**config.mk**
```make
export PLATFORM = sky130hd
export DESIGN_NAME = multiplier
export DESIGN_NICKNAME = d
export VERILOG_FILES = /design/src/rtl/multiplier.sv
export SDC_FILE = /design/constraint.sdc
export NUM_CORES = 1
export LEC_CHECK = 0
export CAP_MARGIN = 20
export CORE_AREA = 2 2 39 41
export CTS_BUF_LIST = sky130_fd_sc_hd__clkbuf_16
export CTS_CLUSTER_DIAMETER = 60
export CTS_CLUSTER_SIZE = 10
export DETAILED_ROUTE_END_ITERATION = 7
export DIE_AREA = 0 0 41 43
export SKIP_CTS_REPAIR_TIMING = 1
export SLEW_MARGIN = 20
export SYNTH_ARGS = -nofsm -noshare
export SYNTH_HDL_FRONTEND = slang
export SYNTH_SLANG_ARGS = --single-unit
```
**constraint.sdc**
```tcl
create_clock -name clk -period 1.2 [get_ports clk]
set_input_delay 0.24 -clock clk [delete_from_list [all_inputs] [get_ports clk]]
set_output_delay 0.24 -clock clk [all_outputs]
set_load 0.1 [all_outputs]
```
**src/rtl/multiplier.sv**
```systemverilog
// rtl/multiplier.sv - unsigned M x N multiplier, partial-product array, registered product
// Ripple-carry rows built from full adders; one product per clock, 1-cycle latency.
module multiplier #(
   parameter int M = 3,
   parameter int N = 2
) (
   input  logic             clk,
   input  logic             rst_n,
   input  logic [M-1:0]     A,
   input  logic [N-1:0]     B,
   input  logic             in_valid,
   output logic [M+N-1:0]   P,
   output logic             out_valid
);

   logic [M+N-1:0] acc [N];
   logic [M:0]     carry [N];
   logic [M+N-1:0] p_d, p_q;
   logic           out_valid_d, out_valid_q;

   // Row j adds A & B[j] at bit offset j; accumulator never exceeds M+j bits,
   // so the row's carry-out lands in the still-zero bit j+M.
   always_comb begin
      logic pp;
      logic s;
      pp = 1'b0;
      s  = 1'b0;
      for (int j = 0; j < N; j++) begin
         acc[j]   = '0;
         carry[j] = '0;
      end
      for (int i = 0; i < M; i++) begin
         acc[0][i] = A[i] & B[0];
      end
      for (int j = 1; j < N; j++) begin
         acc[j] = acc[j-1];
         for (int i = 0; i < M; i++) begin
            pp             = A[i] & B[j];
            s              = acc[j-1][i+j] ^ pp;
            acc[j][i+j]    = s ^ carry[j][i];
            carry[j][i+1]  = (acc[j-1][i+j] & pp) | (carry[j][i] & s);
         end
         acc[j][j+M] = carry[j][M];
      end
   end

   always_comb begin
      p_d         = p_q;
      out_valid_d = 1'b0;
      if (in_valid) begin
         p_d         = acc[N-1];
         out_valid_d = 1'b1;
      end
   end

   always_ff @(posedge clk or negedge rst_n) begin
      if (!rst_n) begin
         p_q         <= '0;
         out_valid_q <= 1'b0;
      end else begin
         p_q         <= p_d;
         out_valid_q <= out_valid_d;
      end
   end

   assign P         = p_q;
   assign out_valid = out_valid_q;

endmodule

```
* Yosys cells after proc, flatten, opt, wreduce, memory -nomap -nowiden
Cells that the tools add are included.
** Storage, ports and cells
- Register bits after elaboration :: 6
- Latch bits :: 0
- Memory bits (writable) :: 0
- ROM bits :: 0
- Input port bits :: 8
- Output and inout bits :: 6
- Word-level logic and storage cells :: 18
- Memories :: 0
** Cells by class
- Add/subtract/negate cells :: 0
- Multipliers :: 0
- Div/mod/pow operators :: 0
- $lt $le $gt $ge :: 0
- Eq/ne operators :: 0
- Shift-type cells :: 0
- Mux-type cells :: 1
- Bitwise gates (word level) :: 15
- Reductions and logical operators :: 0
** Operators with widths (number)
- bitwise AND 1 bit :: 10
- bitwise XOR 1 bit :: 4
- two-way mux 1 bit :: 1
- bitwise OR 1 bit :: 1

* Depth between registers and ports, before layout
- Depth in word-level cells :: 5
- Mapped depth :: 5
- Depth with buffers taken out :: 5

* Worst setup path after synthesis
No wires, ideal clock.
- Path kind :: input to register
- Start point :: input A[1]
- End point :: register p_q[3] (netlist: P[3])
- Library setup time :: 125 ps
- Arrival :: 1439 ps
- Data required time :: 1075 ps
- Slack :: -364 ps
- Cell stages on the path :: 5
- Buffers on the path :: 0
- Path through :: and2_1 > ha_1 > fa_1 > ha_1 > mux2_2
** RTL lines
- start: declaration :: RTL line 9 : input logic [M-1:0] A,
- end signal: assignment :: RTL line 61 : p_q <= p_d;
- end: declaration :: RTL line 18 : logic [M+N-1:0] p_d, p_q;

==> results.md <==
- Quantity of I/O buffers inserted on ports: 13
- DR iter-0 viols: 1
- Static Leakage: 0.287 nW
- Synthesis-to-finish area growth: 116%
- Syn Nets: 32
- Arrival time at the worst endpoint: 1.46 ns
- Residual DRC: 0
- CP endpoint: P[3]
- Crit path kind: in2reg
- Final min period: 1.35 ns
- WL/cell: 13.8 um
- Total power: 1.12 mW
- Core ar.: 1380 um^2
- Most common cell after layout, fill and taps aside: buf_12
- CTS tree: yes
- Initial Utilization: 20.6%
- Maximum vdd ir drop: 0.955 mV
- CTS Buffer Depth: 2
- Clock Tree Root: clkbuf_16
- Synth Cell Area: 285 um^2
- Seq/Total Area, Yosys: 52.6%
- Worst hold path class: in2async
- Clk slew on worst S/H paths: 0.04 ns
- Max-slew headroom: 77.3%
- RSZ-0062 raised after global routing: true
- Clock H-tree levels: 1
- Sink Count: 6
- Setup violators final: 3
- Vias after detailed routing: 225
- DRT Pass-1 Iters: 3
- Worst Clk Skew: 0 ns
- Yosys warnings: 0
- Global-route wire length before repair: 1.24 mm
- PwrDens: 1820 nW/um^2
- Die Y: 43 um
- Startpoint Class: primary input
- Synthesized instance count: 21
- Crit Path Max Fanout: 3
- Number of max-cap violations: 0
- Critical path cell sequence: buf_8 > and2_4 > ha_4 > fa_2 > ha_4 > mux2_4
- RR Endpoint: P[4]
- Outcome: finished with violations
- Total CTS buffers: 3
- Ports: 14
- Crit path capture type: register
- DRT Wirelength: 745 um
- R2r startpoint: P[4]
- Clk Latency, worst-skew pair: 0.23 ns
- Worst endpoint required time: 1.31 ns
- Slew Viols, Final: 0
- Final nets: 50
- Antenna viol nets, final: 0
- GRT Total Usage: 11.6%
- DPL Wire Length: 583 um
- Final Cycle Share: 113%
- Layout cells sized above 1: 65.8%
- Crit path top cell by count: ha_4
- Diode count: 0
- Antenna violations before repair: 0
- Flops & latches, synth: 6
- Fill cells: 136
- Vias in the first global route: 265
- Worst reg-to-reg setup slack: 0.40 ns
- Largest net degree at the start of global routing: 8
- Die ar.: 1760 um^2
- Worst r2r path cells: 1
- Avg Inst Size Synth: 13.6 um^2
- Endpoints failing hold: 0
- Synth cell types: 8
- Routability congestion estimate: 0.594
- Commonest non-fill, non-tap cells in the layout: 6 x buf_12, 4 x dfrtp_1
- CP peak stage delay: 0.35 ns
- Critical Path Start: B[0]
- Measured slew at the worst slew-check pin: 0.339 ns
- GRT overflow: 0
- Peak Freq: 739 MHz
- Failing checks: setup timing
- Place WS: -0.793 ns
- CP max-delay cell: fa_2
- Row cnt: 14
- Via density: 4.17
- Final WS setup: -0.153 ns
- Overall die width: 41 um
-- cells by family (layout without fill, tap and decap cells) --
| group | after synthesis | after routing | share of synthesized area [%] |
|---|---|---|---|
| AND/OR/NAND/NOR | 6 | 6 | 12.7 |
| flip-flops | 6 | 6 | 52.6 |
| buffers and inverters | 1 | 18 | 1.31 |
| adder cells (fa/ha/maj) | 3 | 3 | 15.8 |
| AO/OA/AOI/OAI | 1 | 1 | 1.75 |
| multiplexers | 4 | 4 | 15.8 |
-- routing by layer --
layer / global-route usage, % / up-vias / wire, um
li1: - / 103 / -
met1: 12.7 / 102 / 254
met2: 15.0 / 16 / 355
met3: 5.24 / 4 / 100
met4: 12.0 / 0 / 34
met5: 0 / - / 0
-- final cells by class --
class	count	area [um^2]	share of cell area, %
clock buffers	3	75.1	12.2
clock inverters	1	3.75	0.610
inverters	1	3.75	0.610
multi-input cells	14	178	28.9
flip-flops and latches	6	153	24.8
well taps	16	20.0	3.25
repair buffers	13	183	29.7
-- metrics by stage --
| stage | instances | cell area, um^2 | util, % | TNS (ns) | hold slack, ns |
|---|---|---|---|---|---|
| 3_5_place_dp | 50 | 524 | 37.9 | -2.47 | 0.508 |
| 5_1_grt | 54 | 616 | 44.5 | -0.308 | 0.292 |
| 6_report | 54 | 616 | 44.5 | -0.259 | 0.251 |
| 3_3_place_gp | 50 | 524 | 37.9 | -2.27 | 0.495 |
| 4_1_cts | 54 | 603 | 43.6 | -1.52 | 0.264 |
| 2_1_floorplan | 21 | 314 | - | -0.542 | -0.0556 |
-- worst max-delay path: cells and delay by family --
| kind | cells | cell delay (ns) |
|---|---|---|
| adders and majority gates | 3 | 0.72 |
| buffers and inverters | 1 | 0.10 |
| and+or+nand+nor | 1 | 0.16 |
| muxes | 1 | 0.25 |
-- where the power goes --
group          switching, mW  internal [mW]
Clock                  0.118          0.432
Sequential            0.0217          0.225
Combinational          0.193          0.131
Total                  0.333          0.789
-- cells in the mapped netlist (all sizes together) --
library cell  number  share of area [%]
o21ai              1                1.8
and2               5                 11
nand3              1                1.8
dfrtp              6                 53
inv                1                1.3
ha                 2                8.8
mux2               4                 16
fa                 1                7.0
-- registers in the layout, indices dropped and copies added (netlist names) --
name / flops
P: 5
out_valid: 1
-- worst min-delay path by stage --
stage / startpoint / depth (start not counted) / endpoint
6_report: rst_n / 1 / out_valid
5_1_grt: rst_n / 1 / out_valid
4_1_cts: rst_n / 1 / out_valid
3_5_place_dp: rst_n / 1 / out_valid
3_3_place_gp: rst_n / 1 / out_valid
2_1_floorplan: rst_n / 0 / P[0]
Power figures use the tool's default switching activity.
